<file path="src/rtl/reg_seq_pkg.sv">
// Shared definitions for the register sequencer: opcode values, FSM state
// encoding, instruction field positions and small opcode classifiers.
// All vectors use ascending ranges, so index 0 is the most significant bit.
package reg_seq_pkg;

   localparam int INSTR_W = 16;
   localparam int OPC_W   = 4;
   localparam int FIELD_W = 4;
   localparam int IMM_W   = 8;

   // Field positions inside instr[0:15]; imm overlaps srcA/srcB.
   localparam int OPC_FIRST  = 0;
   localparam int OPC_LAST   = 3;
   localparam int DST_FIRST  = 4;
   localparam int DST_LAST   = 7;
   localparam int SRCA_FIRST = 8;
   localparam int SRCA_LAST  = 11;
   localparam int SRCB_FIRST = 12;
   localparam int SRCB_LAST  = 15;
   localparam int IMM_FIRST  = 8;
   localparam int IMM_LAST   = 15;

   // Opcode values; 10..15 are undefined and behave as NOP.
   localparam logic [0:OPC_W-1] OP_NOP = 4'd0;
   localparam logic [0:OPC_W-1] OP_ADD = 4'd1;
   localparam logic [0:OPC_W-1] OP_SUB = 4'd2;
   localparam logic [0:OPC_W-1] OP_AND = 4'd3;
   localparam logic [0:OPC_W-1] OP_OR  = 4'd4;
   localparam logic [0:OPC_W-1] OP_XOR = 4'd5;
   localparam logic [0:OPC_W-1] OP_MOV = 4'd6;
   localparam logic [0:OPC_W-1] OP_LDI = 4'd7;
   localparam logic [0:OPC_W-1] OP_SHL = 4'd8;
   localparam logic [0:OPC_W-1] OP_SHR = 4'd9;

   // Sequencer FSM: one instruction every four cycles.
   typedef enum logic [0:1] {
      IDLE = 2'd0,
      READ = 2'd1,
      EXEC = 2'd2,
      WB   = 2'd3
   } state_t;

   // Opcodes that produce a register write (ADD .. SHR).
   function automatic logic op_writes(input logic [0:OPC_W-1] op);
      return (op >= OP_ADD) && (op <= OP_SHR);
   endfunction

   // Opcodes outside the defined set.
   function automatic logic op_illegal(input logic [0:OPC_W-1] op);
      return op > OP_SHR;
   endfunction

endpackage

</file>
<file path="src/rtl/seq_alu.sv">
// Combinational ALU for the register sequencer. Flags that an opcode does
// not define are passed through from carry_in so the caller can register
// carry_out unconditionally.
module seq_alu
   import reg_seq_pkg::*;
#(
   parameter int DATA_W = 8
) (
   input  logic [0:OPC_W-1]  op,
   input  logic [0:DATA_W-1] a,
   input  logic [0:DATA_W-1] b,
   input  logic [0:DATA_W-1] imm,
   input  logic              carry_in,
   output logic [0:DATA_W-1] result,
   output logic              carry_out
);

   // One extra leading bit holds the ADD carry-out / SUB borrow.
   logic [0:DATA_W] sum_ext;
   logic [0:DATA_W] diff_ext;

   assign sum_ext  = {1'b0, a} + {1'b0, b};
   assign diff_ext = {1'b0, a} - {1'b0, b};

   // Opcode decode; result wraps modulo 2^DATA_W, carry kept unless defined.
   always_comb begin
      result    = '0;
      carry_out = carry_in;
      case (op)
         OP_ADD: begin
            result    = sum_ext[1:DATA_W];
            carry_out = sum_ext[0];
         end
         OP_SUB: begin
            result    = diff_ext[1:DATA_W];
            carry_out = diff_ext[0];
         end
         OP_AND: result = a & b;
         OP_OR:  result = a | b;
         OP_XOR: result = a ^ b;
         OP_MOV: result = a;
         OP_LDI: result = imm;
         OP_SHL: begin
            result    = {a[1:DATA_W-1], 1'b0};
            carry_out = a[0];
         end
         OP_SHR: begin
            result    = {1'b0, a[0:DATA_W-2]};
            carry_out = a[DATA_W-1];
         end
         default: begin
            result    = '0;
            carry_out = carry_in;
         end
      endcase
   end

endmodule

</file>
<file path="src/rtl/reg_sequencer.sv">
// Four-phase instruction sequencer driving an external register file:
// accept in IDLE, read operands in READ, compute in EXEC, write back in WB.
module reg_sequencer
   import reg_seq_pkg::*;
#(
   parameter int DATA_W = 8,
   parameter int SEL_W  = 4
) (
   input  logic              clk,
   input  logic              rst,
   input  logic              instr_valid,
   input  logic [0:15]       instr,
   output logic              instr_ready,
   input  logic [0:DATA_W-1] A,
   input  logic [0:DATA_W-1] B,
   output logic [0:SEL_W-1]  A_sel,
   output logic [0:SEL_W-1]  B_sel,
   output logic [0:SEL_W-1]  replaceSel,
   output logic [0:DATA_W-1] replaceData,
   output logic              wr_en,
   output logic              done,
   output logic              carry,
   output logic              zero,
   output logic              illegal
);

   state_t              state_reg;
   state_t              state_next;
   logic [0:INSTR_W-1]  instr_reg;
   logic [0:DATA_W-1]   a_reg;
   logic [0:DATA_W-1]   b_reg;
   logic [0:DATA_W-1]   result_reg;
   logic                carry_reg;
   logic                zero_reg;
   logic [0:SEL_W-1]    a_sel_reg;
   logic [0:SEL_W-1]    b_sel_reg;

   logic [0:OPC_W-1]    op;
   logic [0:SEL_W-1]    dst;
   logic [0:SEL_W-1]    src_a;
   logic [0:SEL_W-1]    src_b;
   logic [0:DATA_W-1]   imm_ext;
   logic [0:DATA_W-1]   alu_result;
   logic                alu_carry;
   logic                zero_next;
   logic                accept;

   // Field extraction from the latched instruction.
   assign op      = instr_reg[OPC_FIRST:OPC_LAST];
   assign dst     = SEL_W'(instr_reg[DST_FIRST:DST_LAST]);
   assign src_a   = SEL_W'(instr_reg[SRCA_FIRST:SRCA_LAST]);
   assign src_b   = SEL_W'(instr_reg[SRCB_FIRST:SRCB_LAST]);
   assign imm_ext = DATA_W'(instr_reg[IMM_FIRST:IMM_LAST]);

   assign accept = instr_valid & instr_ready;

   // Write port mirrors the latched destination and result; wr_en qualifies it.
   assign replaceSel  = dst;
   assign replaceData = result_reg;
   assign carry       = carry_reg;
   assign zero        = zero_reg;

   seq_alu #(
      .DATA_W (DATA_W)
   ) u_alu (
      .op        (op),
      .a         (a_reg),
      .b         (b_reg),
      .imm       (imm_ext),
      .carry_in  (carry_reg),
      .result    (alu_result),
      .carry_out (alu_carry)
   );

   // Zero only follows instructions that actually write a register.
   assign zero_next = op_writes(op) ? (alu_result == '0) : zero_reg;

   // State register; reset abandons any in-flight instruction immediately.
   always_ff @(posedge clk or posedge rst) begin
      if (rst) begin
         state_reg <= IDLE;
      end else begin
         state_reg <= state_next;
      end
   end

   // Next-state logic and per-state strobes/selects.
   always_comb begin
      state_next  = state_reg;
      instr_ready = 1'b0;
      wr_en       = 1'b0;
      done        = 1'b0;
      illegal     = 1'b0;
      A_sel       = a_sel_reg;
      B_sel       = b_sel_reg;
      case (state_reg)
         IDLE: begin
            instr_ready = ~rst;
            if (instr_valid && !rst) begin
               state_next = READ;
            end
         end
         READ: begin
            A_sel      = src_a;
            B_sel      = src_b;
            state_next = EXEC;
         end
         EXEC: begin
            A_sel      = src_a;
            B_sel      = src_b;
            state_next = WB;
         end
         WB: begin
            done       = 1'b1;
            wr_en      = op_writes(op);
            illegal    = op_illegal(op);
            state_next = IDLE;
         end
         default: begin
            state_next = IDLE;
         end
      endcase
   end

   // Datapath: latch instruction, capture operands, then result and flags.
   always_ff @(posedge clk or posedge rst) begin
      if (rst) begin
         instr_reg  <= '0;
         a_reg      <= '0;
         b_reg      <= '0;
         result_reg <= '0;
         carry_reg  <= 1'b0;
         zero_reg   <= 1'b0;
         a_sel_reg  <= '0;
         b_sel_reg  <= '0;
      end else begin
         case (state_reg)
            IDLE: begin
               if (accept) begin
                  instr_reg <= instr;
               end
            end
            READ: begin
               a_reg     <= A;
               b_reg     <= B;
               a_sel_reg <= src_a;
               b_sel_reg <= src_b;
            end
            EXEC: begin
               result_reg <= alu_result;
               carry_reg  <= alu_carry;
               zero_reg   <= zero_next;
            end
            default: begin
            end
         endcase
      end
   end

endmodule

</file>
<file path="config.mk">
export PLATFORM = sky130hd
export DESIGN_NAME = reg_sequencer
export DESIGN_NICKNAME = d
export VERILOG_FILES = /design/src/rtl/reg_seq_pkg.sv /design/src/rtl/seq_alu.sv /design/src/rtl/reg_sequencer.sv
export SDC_FILE = /design/constraint.sdc
export NUM_CORES = 1
export LEC_CHECK = 0
export CORE_MARGIN = 3
export CORE_UTILIZATION = 58
export CTS_CLUSTER_DIAMETER = 120
export DETAILED_ROUTE_END_ITERATION = 16
export GPL_TIMING_DRIVEN = 1
export PLACE_DENSITY = 0.91
export SLEW_MARGIN = 0
export SYNTH_ARGS = -nofsm -noshare
export SYNTH_HDL_FRONTEND = slang
export SYNTH_SLANG_ARGS = --single-unit
</file>
<file path="constraint.sdc">
create_clock -name clk -period 5.6 [get_ports clk]
set_input_delay 0.56 -clock clk [delete_from_list [all_inputs] [get_ports clk]]
set_output_delay 0.56 -clock clk [all_outputs]
set_load 0.03 [all_outputs]
</file>
==> impl_metrics.ini <==
[status]
status = complete, no violations

[floorplanning]
die_width_um = 86.0
fp-row-count = 28
boundaryPins = 61
die_y_um = 86.0
dieArea_um2 = 7390
initial_core_util_pct = 61.2
coreArea_um2 = 6060

[synthesis]
synth_area_per_cell_um2 = 9.42
synth_cell_types = 59
synth-compound-area-share_pct = 20.0
synthTopCellsByCount = dfrtp_1, inv_1, nand2_1, mux2_2, o21ai_0
synth_ff_type = dfrtp_1
synth_top_family_by_area = compound AO/OA/AOI/OAI gates
synth_xor_area_share_pct = 0.472
yosysTopAreaCellShare_pct = 35.1
yosys_warnings = 0
synthesis.nets = 459
synthMuxAreaShare_pct = 12.8
synth-adder-area-share_pct = 10.5
ys_seq_area_share_pct = 35.1
yosysTopAreaCell = dfrtp_1
synth_seq_cells = 52
synth-simple-area-share_pct = 13.1
netlist_area_um2 = 3710
syn_inst = 394
yosysMostFrequentCell = dfrtp_1
ys_async_sr_fraction_pct = 100
ys_top_cells_by_area = dfrtp_1, mux2_2, ha_1, o21ai_0, inv_1
synth_edf_count = 0

[routing]
wl_per_cell_um = 17.9
first_iter_violations = 237
ant_nets = 0
drt-total-wl_mm = 9.18
vias = 3102
dr.pass1.iters = 5
drcViolationCount = 0
routed_via_density = 6.04

[sta]
max_freq_mhz = 324
hold_viol = 0
min_period_ns = 3.09
drv_slew = 0
fin_skew_ns = 0.00745
finalSetupViolations = 0
post-route-period-util_pct = 55.2
relSlewSlack_pct = 27.8
tns_ns = 0
grt_setup_unrepaired = no
worstMarginPinSlew_ns = 1.08

[cts]
clk_latency_ns = 0.32
numCtsBuffers = 5
hold_buffers = 0
postCtsSetupBuffers = 0
cts_resized = 0
cts_sinks = 52
path_clk_slew_ns = 0.11
cts_tree = built
clk_path_buf_depth = 2
htreeDepth = 2
cts-root-buf = clkbuf_8

[setup_path]
slowest_stage = dfrtp_1
path_buf_inv = 1
r2r_slack_ns = 2.88
cp-end-kind = output pin
cp_max_fo = 27
crit_chain = o21ai_0, nor2_1, clkdlybuf4s50_1
reg2reg_to = zero
worstPathRequired_ns = 5.04
cp.arrival_ns = 2.53
crit_family = flip-flops
critical_path_class = flip-flop to output pin
rr_startpoint = instr_reg[2]
rr_worst_depth = 7
slowest_delay_ns = 0.98
startpoint_type = flip-flop

[global_routing]
antenna_found_initial = 0
grt_max_degree = 53
grt_pass1_vias = 3092
grt_overflow = 0
grt_pass1_wl_mm = 15.1
track_usage_pct = 25.8

[place]
hpwl_mm = 6.80
portBuffers = 60
gp_congestion = 0.899

[min_path]
hold_path_end = carry
worst_hold_startpoint = carry
holdPathStages = 2
hp-class = flip-flop to flip-flop

[cells_and_area]
nets = 503
num_antenna_cells = 0
drive_gt1_share_pct = 13.4
largest_register_ffs = 16
areaGrowthSynthToFinish_pct = 17.3
fillCellCount = 440

[job]
max_cap_violations = 0
## worst register-to-register path, delay by kind of cell, from the launching register on
family	cells	cell delay (ns)
AOI/OAI and AO/OA	4	0.99
DFF	1	0.98
and+or+nand+nor	3	0.66
## logic make-up after synthesis
| logic type | Yosys count |
|---|---|
| xor+xnor | 2 |
| flops | 52 |
| simple gates | 97 |
| fa+ha+maj | 30 |
| mux | 42 |
| buf+inv | 62 |
| compound gates | 109 |
## cells in the final DEF, fill, tap and decap left out, drive strengths merged, types with 4 or more instances in the layout
cell type | Yosys | layout
o31ai | 6 | 6
clkdlybuf4s50 | 0 | 60
a22oi | 7 | 7
ha | 28 | 28
nor2 | 19 | 19
o21ai | 31 | 31
mux2 | 33 | 33
o22ai | 7 | 7
a211oi | 5 | 5
inv | 38 | 39
a21oi | 24 | 24
nand3 | 4 | 4
nand2b | 5 | 5
nor3 | 11 | 11
nor2b | 12 | 12
nand2 | 36 | 36
clkbuf | 7 | 5
dfrtp | 52 | 52
mux2i | 8 | 8
## per-stage QoR
stage / area [µm²] / setup slack [ns] / hold slack, ns / util, % / std cells
after floorplan: 3710 / 3.21 / 0.477 / - / 394
after global placement: 4260 / 2.95 / 0.469 / 70.2 / 506
after detailed placement: 4260 / 2.93 / 0.480 / 70.2 / 506
after CTS: 4350 / 2.57 / 0.505 / 71.8 / 514
after global routing: 4350 / 2.33 / 0.539 / 71.8 / 514
final: 4350 / 2.51 / 0.514 / 71.8 / 514
## final cells by class
class	instances	area (µm²)	area share, %
well taps	75	93.8	2.16
clock inverters	3	27.5	0.633
inverters	38	143	3.28
multi-input cells	280	2110	48.5
repair buffers	61	608	14.0
flip-flops and latches	52	1300	29.9
clock buffers	5	68.8	1.58
## how the worst max path moves through the flow
stage / start / to / slack [ns] / cells past startpoint
6_report: instr_reg[2] / illegal / 2.51 / 3
5_1_grt: instr_reg[3] / wr_en / 2.33 / 4
4_1_cts: instr_reg[3] / wr_en / 2.57 / 4
3_5_place_dp: instr_reg[2] / illegal / 2.93 / 3
3_3_place_gp: instr_reg[3] / wr_en / 2.95 / 4
2_1_floorplan: a_reg[6] / zero / 3.21 / 8
## per-layer routing
layer | vias up | global-route usage, % | wire length (µm)
met5 | - | 0 | 0
met4 | 0 | 7.34 | 128
met3 | 15 | 4.71 | 586
met2 | 122 | 43.7 | 4520
met1 | 1494 | 33.7 | 3940
li1 | 1471 | - | -
Power is not shown: default switching activity piles up to over one toggle a cycle in this logic, so the estimate is an artifact.
